==> config.mk <==
export PLATFORM = sky130hd
export DESIGN_NAME = o_feature_store
export DESIGN_NICKNAME = d
export VERILOG_FILES = /design/src/rtl/o_feature_store.sv
export SDC_FILE = /design/constraint.sdc
export NUM_CORES = 1
export LEC_CHECK = 0
export CAP_MARGIN = 20
export CORE_UTILIZATION = 53
export CTS_CLUSTER_SIZE = 16
export DETAILED_ROUTE_END_ITERATION = 7
export HOLD_SLACK_MARGIN = 0.12
export PLACE_DENSITY_LB_ADDON = 0.08
export REMOVE_ABC_BUFFERS = 1
export SYNTH_ARGS = -nofsm -noshare
export SYNTH_HDL_FRONTEND = slang
export SYNTH_SLANG_ARGS = --single-unit
==> constraint.sdc <==
create_clock -name clk -period 5 [get_ports clk]
set_input_delay 1 -clock clk [delete_from_list [all_inputs] [get_ports clk]]
set_output_delay 1 -clock clk [all_outputs]
set_load 0.005 [all_outputs]
==> src/rtl/o_feature_store.sv <==
// Output feature store: reads a burst from the on-chip output buffer through a
// 2-entry skid FIFO and writes it to external memory over a valid/ready port.
// state  | meaning
// S_IDLE | waiting for store_enable
// S_RUN  | issuing buffer reads and draining the FIFO to external memory
// S_DONE | one-cycle store_done pulse
module o_feature_store #(
  parameter int DATA_W          = 128,
  parameter int BUF_ADDR_W      = 15,
  parameter int EXT_ADDR_W      = 16,
  parameter int OUT_ADDR_OFFSET = 0
) (
  input  logic                  clk,
  input  logic                  rst,
  input  logic                  store_enable,
  input  logic [7:0]            store_type,
  input  logic [7:0]            src_addr,
  input  logic [15:0]           dst_addr,
  input  logic [7:0]            mem_sel,
  input  logic [7:0]            store_counter,
  output logic                  buf_rd_en,
  output logic [BUF_ADDR_W-1:0] buf_rd_addr,
  output logic                  buf_mem_select,
  input  logic [DATA_W-1:0]     buf_rd_data,
  output logic                  ext_wr_en,
  output logic [EXT_ADDR_W-1:0] ext_wr_addr,
  output logic [DATA_W-1:0]     ext_wr_data,
  input  logic                  ext_wr_ready,
  output logic                  busy,
  output logic                  store_done
);

  typedef enum logic [1:0] {S_IDLE, S_RUN, S_DONE} state_t;

  state_t                state_q, state_d;
  logic [7:0]            reads_left_q, reads_left_d;
  logic [BUF_ADDR_W-1:0] rd_ptr_q, rd_ptr_d;
  logic [EXT_ADDR_W-1:0] ext_ptr_q, ext_ptr_d;
  logic                  mem_sel_q, mem_sel_d;
  logic [7:0]            store_type_q, store_type_d;
  logic                  inflight_q, inflight_d;
  logic [DATA_W-1:0]     fifo_q [2];
  logic [DATA_W-1:0]     fifo_d [2];
  logic                  fifo_wr_q, fifo_wr_d;
  logic                  fifo_rd_q, fifo_rd_d;
  logic [1:0]            fifo_occ_q, fifo_occ_d;
  logic                  pop;
  logic                  rd_issue;
  logic                  unused_ok;

  assign unused_ok = &{1'b0, store_type_q, mem_sel[7:1]};

  always_comb begin
    state_d      = state_q;
    reads_left_d = reads_left_q;
    rd_ptr_d     = rd_ptr_q;
    ext_ptr_d    = ext_ptr_q;
    mem_sel_d    = mem_sel_q;
    store_type_d = store_type_q;
    fifo_d       = fifo_q;
    fifo_wr_d    = fifo_wr_q;
    fifo_rd_d    = fifo_rd_q;

    pop = (fifo_occ_q != 2'd0) && ext_wr_ready;
    // Count the read in flight and credit a same-cycle pop so a stream keeps 1 beat/cycle.
    rd_issue = (state_q == S_RUN) && (reads_left_q != 8'd0) &&
               (({1'b0, fifo_occ_q} + {2'b0, inflight_q} - {2'b0, pop}) < 3'd2);
    inflight_d = rd_issue;

    if (rd_issue) begin
      reads_left_d = reads_left_q - 8'd1;
      rd_ptr_d     = rd_ptr_q + 1'b1;
    end
    if (inflight_q) begin
      fifo_d[fifo_wr_q] = buf_rd_data;
      fifo_wr_d         = ~fifo_wr_q;
    end
    if (pop) begin
      fifo_rd_d = ~fifo_rd_q;
      ext_ptr_d = ext_ptr_q + 1'b1;
    end
    fifo_occ_d = fifo_occ_q + {1'b0, inflight_q} - {1'b0, pop};

    case (state_q)
      S_IDLE: begin
        if (store_enable) begin
          state_d      = S_RUN;
          reads_left_d = (store_counter == 8'd0) ? 8'd1 : store_counter;
          rd_ptr_d     = {{(BUF_ADDR_W-8){1'b0}}, src_addr};
          ext_ptr_d    = EXT_ADDR_W'(dst_addr) + EXT_ADDR_W'(OUT_ADDR_OFFSET);
          mem_sel_d    = mem_sel[0];
          store_type_d = store_type;
        end
      end
      S_RUN: begin
        if ((reads_left_q == 8'd0) && !inflight_q && (fifo_occ_d == 2'd0)) begin
          state_d = S_DONE;
        end
      end
      S_DONE:  state_d = S_IDLE;
      default: state_d = S_IDLE;
    endcase
  end

  always_ff @(posedge clk) begin
    if (rst) begin
      state_q      <= S_IDLE;
      reads_left_q <= '0;
      rd_ptr_q     <= '0;
      ext_ptr_q    <= '0;
      mem_sel_q    <= 1'b0;
      store_type_q <= '0;
      inflight_q   <= 1'b0;
      fifo_wr_q    <= 1'b0;
      fifo_rd_q    <= 1'b0;
      fifo_occ_q   <= '0;
      for (int i = 0; i < 2; i++) fifo_q[i] <= '0;
    end else begin
      state_q      <= state_d;
      reads_left_q <= reads_left_d;
      rd_ptr_q     <= rd_ptr_d;
      ext_ptr_q    <= ext_ptr_d;
      mem_sel_q    <= mem_sel_d;
      store_type_q <= store_type_d;
      inflight_q   <= inflight_d;
      fifo_wr_q    <= fifo_wr_d;
      fifo_rd_q    <= fifo_rd_d;
      fifo_occ_q   <= fifo_occ_d;
      for (int i = 0; i < 2; i++) fifo_q[i] <= fifo_d[i];
    end
  end

  assign buf_rd_en      = rd_issue;
  assign buf_rd_addr    = rd_ptr_q;
  assign buf_mem_select = mem_sel_q;
  assign ext_wr_en      = (fifo_occ_q != 2'd0);
  assign ext_wr_addr    = ext_ptr_q;
  assign ext_wr_data    = (fifo_occ_q != 2'd0) ? fifo_q[fifo_rd_q] : '0;
  assign busy           = (state_q != S_IDLE);
  assign store_done     = (state_q == S_DONE);

  // Read issue is throttled so returning data always has a free FIFO slot.
  a_no_overflow: assert property (@(posedge clk) disable iff (rst)
    !((fifo_occ_q == 2'd2) && inflight_q && !pop));

endmodule
Word-level counts from Yosys, hierarchy flattened. Cells that the tools add are included.

Register bits after elaboration: 303. Bits of input ports: 180. Output and inout bits: 164.

$add $sub $neg: 7. Magnitude comparators: 4. Eq/ne operators: 4. Muxes and demuxes: 20. Bitwise gates (word level): 4. Reduce and logical (&&, ||, !) cells: 16.

Operators with widths (number): 128-bit 2-to-1 mux (5); 256-bit bitwise mux (1); 128-bit demux with 1-bit select (1); 16-bit 2-to-1 mux (3); 15-bit 2-to-1 mux (3); 8-bit 2-to-1 mux (4); 16-bit by 1-bit adder with 16-bit output (second input constant) (1); 8-bit zero test (2); 15-bit by 1-bit adder with 15-bit output (second input constant) (1); 8-bit nonzero test (1); 8-bit by 1-bit subtractor with 8-bit output (second input constant) (1); 1-bit logical AND (6); 2-bit greater-or-equal comparator (second input constant) (2); 2-bit zero test (2); 2-bit 2-to-1 mux (2); 1-bit NOT with 2-bit output (2); 2-bit case mux with 2 select lines (1); 2-bit AND reduction (2); 2-bit nonzero test (2); 2-bit by 1-bit adder with 3-bit output (1); 3-bit by 2-bit < comparator with 1-bit output (second input constant) (1); 3-bit by 1-bit subtractor with 3-bit output (1); 2-bit by 1-bit adder with 2-bit output (1); 2-bit by 1-bit == test with 1-bit output (second input constant) (1); 7 further kinds (8).

Depth between registers and ports, before layout.
Depth after elaboration: 8. Gate-level depth with buffers: 13. Mapped depth without buffers: 12.

Least setup slack after synthesis. No wires, ideal clock.

Path kind: input port to output port. Start point: in ext_wr_ready. End point: out buf_rd_en. Arrival: 2.521 ns. Required time: 4.000 ns. Setup slack: 1.479 ns. Stages: 8. Cell sequence: nand2_1 mux2i_1 ha_1 inv_1 fa_1 nand3b_1 a211o_1 inv_2.

Cells in the longest elaborated chain, start to end: 4.

RTL lines: from (decl) (line 28) `input logic ext_wr_ready,`; 1-bit logical AND (line 64) `pop = (fifo_occ_q != 2'd0) && ext_wr_ready;`; 3-bit by 1-bit subtractor with 3-bit output (line 67) `(({1'b0, fifo_occ_q} + {2'b0, inflight_q} - {2'b0, pop}) < 3'd2);`; 3-bit by 2-bit < comparator with 1-bit output (line 67); 1-bit logical AND (line 66) `rd_issue = (state_q == S_RUN) && (reads_left_q != 8'd0) &&`; to (decl) (line 21) `output logic buf_rd_en,`.

No other way between the ends.

Final worst setup path. Ends and elaborated chain as after synthesis.

==> impl_metrics.toml <==
[status]
status = "complete, no violations"

[drt]
via_per_inst = 5.44
vias = 12500
routed_wirelength_mm = 36.2
detail-route-antenna-nets = 0
drt_iter0_drc = 1022
firstDrtPassIters = 5
drc = 0
wl_per_cell_um = 15.7

[placed_design]
io_buffers = 328
placed_cells = 2241
place_hpwl_mm = 22.1
globalplace.congestion = 0.845
placed_area_um2 = 16400

[sta]
setup_viol_count_final = 0
drv_slew = 0
hold_viol = 0
worst_pin_slew_ns = 1.05
tns_ns = 0
fin_skew_ns = 0.0117
min_period_ns = 4.69
fin_crit_sh_pct = 93.8
rsz0062_at_grt = "false"
fmax_mhz = 213
slew_headroom_pct = 30.1

[floorplan]
std_cell_rows = 57
io_pins = 344
fp.dieW_um = 159
initial_utilization_pct = 53.8
dieArea_um2 = 25200
core_area_um2 = 24200
die_h_um = 159

[cells_and_area]
final_common_cell = "nand2_1"
regArea_um2 = 6070
final_cell_mix = "nand2_1, clkdlybuf4s50_1, dfxtp_1"
syn2layout_area_growth_pct = 35.4
fin_area_um2 = 17600
final_cells = 2308
layout-drive-gt1-share_pct = 4.55
multi_input_area_um2 = 6460
fillers = 1968
nets = 2140

[pwr]
peakVddDrop_mv = 0.408
seqPwrFrac_pct = 37.7
p_int_uw = 5250
sw_frac_of_total_pct = 33.8
power_frac_clock_pct = 33.2
finalPower_uw = 7930
combPwrFrac_pct = 29.1
power.switching_uw = 2680
p_leak_uw = 0.00561
power_density_nw_per_um2 = 449

[clock_network]
post_cts_buffers = 0
cts_sinks = 303
cts_made_buffers = 35
clk_path_buf_depth = 3
cts-resized-gates = 0
cts_tree = "built"
hold_buffers = 0
clk_pin_slew_worst_paths_ns = 0.06
clock_latency_ns = 0.50
cts-root-buf = "clkbuf_16"
ctsHtreeMaxLevel = 2

[synthesis]
synthCells = 1699
synth_seq_cells = 303
synth_top_family_by_area = "simple AND/OR/NAND/NOR gates"
yosys_warnings = 0
synth_compound_area_share_pct = 13.6
synthXorXnorAreaFrac_pct = 1.01
synth_top_area_share_pct = 46.5
synth_ff_type = "dfxtp_1"
synthArstFlopShare_pct = 0
synth_fa_ha_area_share_pct = 0.633
yosysTopAreaCell = "dfxtp_1"
synth_cell_types = 49
synth_area_leaders = "dfxtp_1, nand2_1, a21oi_1"
synth_edf_count = 0
syn-cell-area_um2 = 13000
synth_mux_area_share_pct = 10.1
synth_seq_area_share_pct = 46.5
syn-mean-instance-area_um2 = 7.67
synthSimpleGateAreaFrac_pct = 24.1

[worst_setup_path]
cp.arrival_ns = 3.69
critPathCaptureType = "output port"
worstPathRequired_ns = 4.00
cp-start-kind = "input port"
cp_max_fo = 6
critPathKind = "in -> out"

[grt]
grt_antenna_before_repair = 5
overflow = 0
grt_util_all_layers_pct = 27.8
grt_pass1_vias = 11800
grt_max_degree = 140
grt_pass1_wl_mm = 58.1

[hold_path]
min_path_type = "reg -> reg"

[run]
maxCapViolations = 0
==> synthesized netlist by cell type, drive strengths merged (5+ instances only) <==
master and number:
mux2i 131, dfxtp 303, a21oi 264, nand2 535, nor3 8, a211oi 17, inv 11, nand4 7
clkbuf 104, buf 26, nand3 12, o21ai 7, a311oi 14, ha 5, nor4 11, xnor2 11
or3 9, o31ai 8, nor2 169, or4 9
==> sequential cells by signal (all words and copies together) (netlist names) <==
| name | count |
|---|---|
| buf_mem_select | 1 |
| fifo_q | 256 |
| state_q | 2 |
| fifo_occ_q | 2 |
| buf_rd_addr | 15 |
| fifo_wr_q | 1 |
| reads_left_q | 8 |
| inflight_q | 1 |
| fifo_rd_q | 1 |
| ext_wr_addr | 16 |
==> per-layer routing <==
layer | global-route usage [%] | wire length (um)
met3 | 6.74 | 2640
met1 | 34.2 | 14900
met4 | 11.3 | 1340
met5 | 0 | 13
met2 | 46.3 | 17400
==> cell families after synthesis <==
kind of cell,after synthesis
adders and majority gates,6
DFF,303
xor gates and xnor gates,15
and+or+nand+nor,781
AOI/OAI and AO/OA,322
buffers and inverters,141
muxes,131
==> worst max-delay path, cell delays in order <==
cell and delay (ns):
clkdlybuf4s50_1 0.57, nand2_1 0.18, mux2i_1 0.17, ha_1 0.16, inv_1 0.05, fa_1 0.53, nand3b_1 0.11, a211o_1 0.35
inv_2 0.08, clkdlybuf4s50_1 0.49
==> per-stage QoR <==
step                hold WS, ns  util [%]  setup slack [ns]
finish                    0.452      72.8             0.311
global route              0.467      72.8             0.135
CTS                       0.453      72.7             0.289
detailed placement        0.446      67.8             0.298
global placement          0.441      67.8             0.327
floorplan                 0.430         -             -2.84
==> cell type report <==
| cell class | count | area share (%) |
|---|---|---|
| Antenna cell | 4 | 0.0567 |
| Inverter | 11 | 0.234 |
| Clock buffer | 53 | 6.10 |
| Sequential cell | 303 | 34.4 |
| Tap cell | 324 | 2.30 |
| Timing Repair Buffer | 348 | 19.5 |
| Multi-Input combinational cell | 1255 | 36.6 |
| Clock inverter | 10 | 0.752 |
==> power by group through the flow <==
stage                     Clock (uW)  Sequential (uW)  Combinational, uW
final                           2630             2990               2310
after global routing            2780             3030               2530
after CTS                       2660             2990               2320
after detailed placement           0             3040               2310
after global placement             0             3030               2280
after floorplan                    0             3090               1450
==> worst paths after layout <==
kind / startpoint / end / slack [ns] / cells past startpoint
min reg2reg: fifo_q[185]$_SDFFE_PP0P_ / fifo_q[185]$_SDFFE_PP0P_ / 0.45 / 2
max reg2reg: fifo_occ_q[1]$_SDFF_PP0_ / buf_rd_addr[7]$_SDFF_PP0_ / 1.65 / 12
min: fifo_q[185]$_SDFFE_PP0P_ / fifo_q[185]$_SDFFE_PP0P_ / 0.45 / 2
max: ext_wr_ready / buf_rd_en / 0.31 / 10
(Power assumes the default switching activity.)
==> edit (config.mk and constraints unchanged) <==
Encoding of `state_t`: now one-hot (3 bits for 3 states).
--- a/src/rtl/o_feature_store.sv
+++ b/src/rtl/o_feature_store.sv
@@ -32,3 +32,3 @@
 
-  typedef enum logic [1:0] {S_IDLE, S_RUN, S_DONE} state_t;
+  typedef enum logic [2:0] {S_IDLE = 3'b001, S_RUN = 3'b010, S_DONE = 3'b100} state_t;
 
Behaviour: no difference found for any inputs over 4 cycles, from zero or initial values and one cycle with rst high; so few cycles prove little.
==> edit against the original RTL <==
- worst setup slack worse by 9.8 ps
- wire length down 1.4%
- cell count down 0.39%
- core utilization down 0.25 points
- fmax down 0.21%
- sequential cell count up 1
- final area about the same
- synthesized area up 0.51%
Power is not compared: it rests on default switching activity, and its combinational part moved more than twofold at a synthesized area within 25%.
==> edit: results (changes against the original RTL) <==
Status: completed (unchanged)
Total Nets Final: 2136 (was 2140)
Synth area leaders: dfxtp_1 (46%), nand2_1 (15%), a21oi_1 (10%), mux2i_1 (9.9%), nor2_1 (4.9%) (was dfxtp_1 (47%), nand2_1 (15%), a21oi_1 (10%), mux2i_1 (10%), nor2_1 (4.9%))
Layout cell share with drive strength beyond 1: 4.51% (was 4.55%)
Largest net degree at the start of global routing: 129 (was 140)
Placed insts: 2237 (was 2241)
Synth top cells by count: nand2_1 (533), dfxtp_1 (304), a21oi_1 (266), nor2_1 (171), mux2i_1 (129) (was nand2_1 (535), dfxtp_1 (303), a21oi_1 (264), nor2_1 (169), mux2i_1 (131))
Initial antenna violation count: 2 (was 5)
Sequential area share after synthesis: 46.4% (was 46.5%)
Cells after Synth: 1703 (was 1699)
Drt total wl: 35.7 mm (was 36.2 mm)
Initial DRC Count: 1062 (was 1022)
Cell Count, Final, Fillers Out: 2299 (was 2308)
Max Slew Vio Count: 0 (unchanged)
CTS Buf Count: 34 (was 35)
Critical path peak fanout: 9 (was 6)
Worst EP arrival: 3700 ps (was 3690 ps)
DR vias/cell: 5.39 (was 5.44)
First-pass GRT wire length: 57.9 mm (was 58.1 mm)
Vias in the first global route: 11600 (was 11800)
Switch share: 22.8%
Dpl cell area: 16500 µm² (was 16400 µm²)
GRT Util Overall: 27.4% (was 27.8%)
Clock Skew: 8.99 ps (was 11.7 ps)
Dpl ws: 332 ps (was 298 ps)
Slew @ Worst Pin: 1100 ps (was 1050 ps)
Final GP Congestion: 0.811 (was 0.845)
Hpwl dp: 21.4 mm (was 22.1 mm)
Hold_sp: fifo_q[111] (was fifo_q[185])
[edit: area by class of cell]
type	instances	area, µm²
Timing Repair Buffer	342	3460
Fill cell	1950	6680
Inverter	13	48.8
Clock buffer	49	1050
Sequential cell	304	6090
Clock inverter	10	75.1
Tap cell	324	405
Antenna cell	2	5.00
Multi-Input combinational cell	1255	6500
[edit: worst paths after layout]
path	endpoint	slack, ps	depth (start not counted)
max reg2reg	buf_rd_addr[6]	1810	12
min	fifo_q[111]	450	2
min reg2reg	fifo_q[111]	450	2
max	buf_rd_en	300	10
[edit: layer usage]
metal,wire length (µm),GRT usage [%]
met5,0,0
met4,1260,11.5
met3,2310,5.50
met2,16900,45.0
met1,15300,35.3
[edit: cells by family after synthesis]
group,count (synthesis),share of synthesized area (%)
xor gates and xnor gates,14,0.936
and+or+nand+nor,778,24.1
DFF,304,46.4
buffers and inverters,144,4.27
adders and majority gates,6,0.630
muxes,129,9.85
AOI/OAI and AO/OA,328,13.8
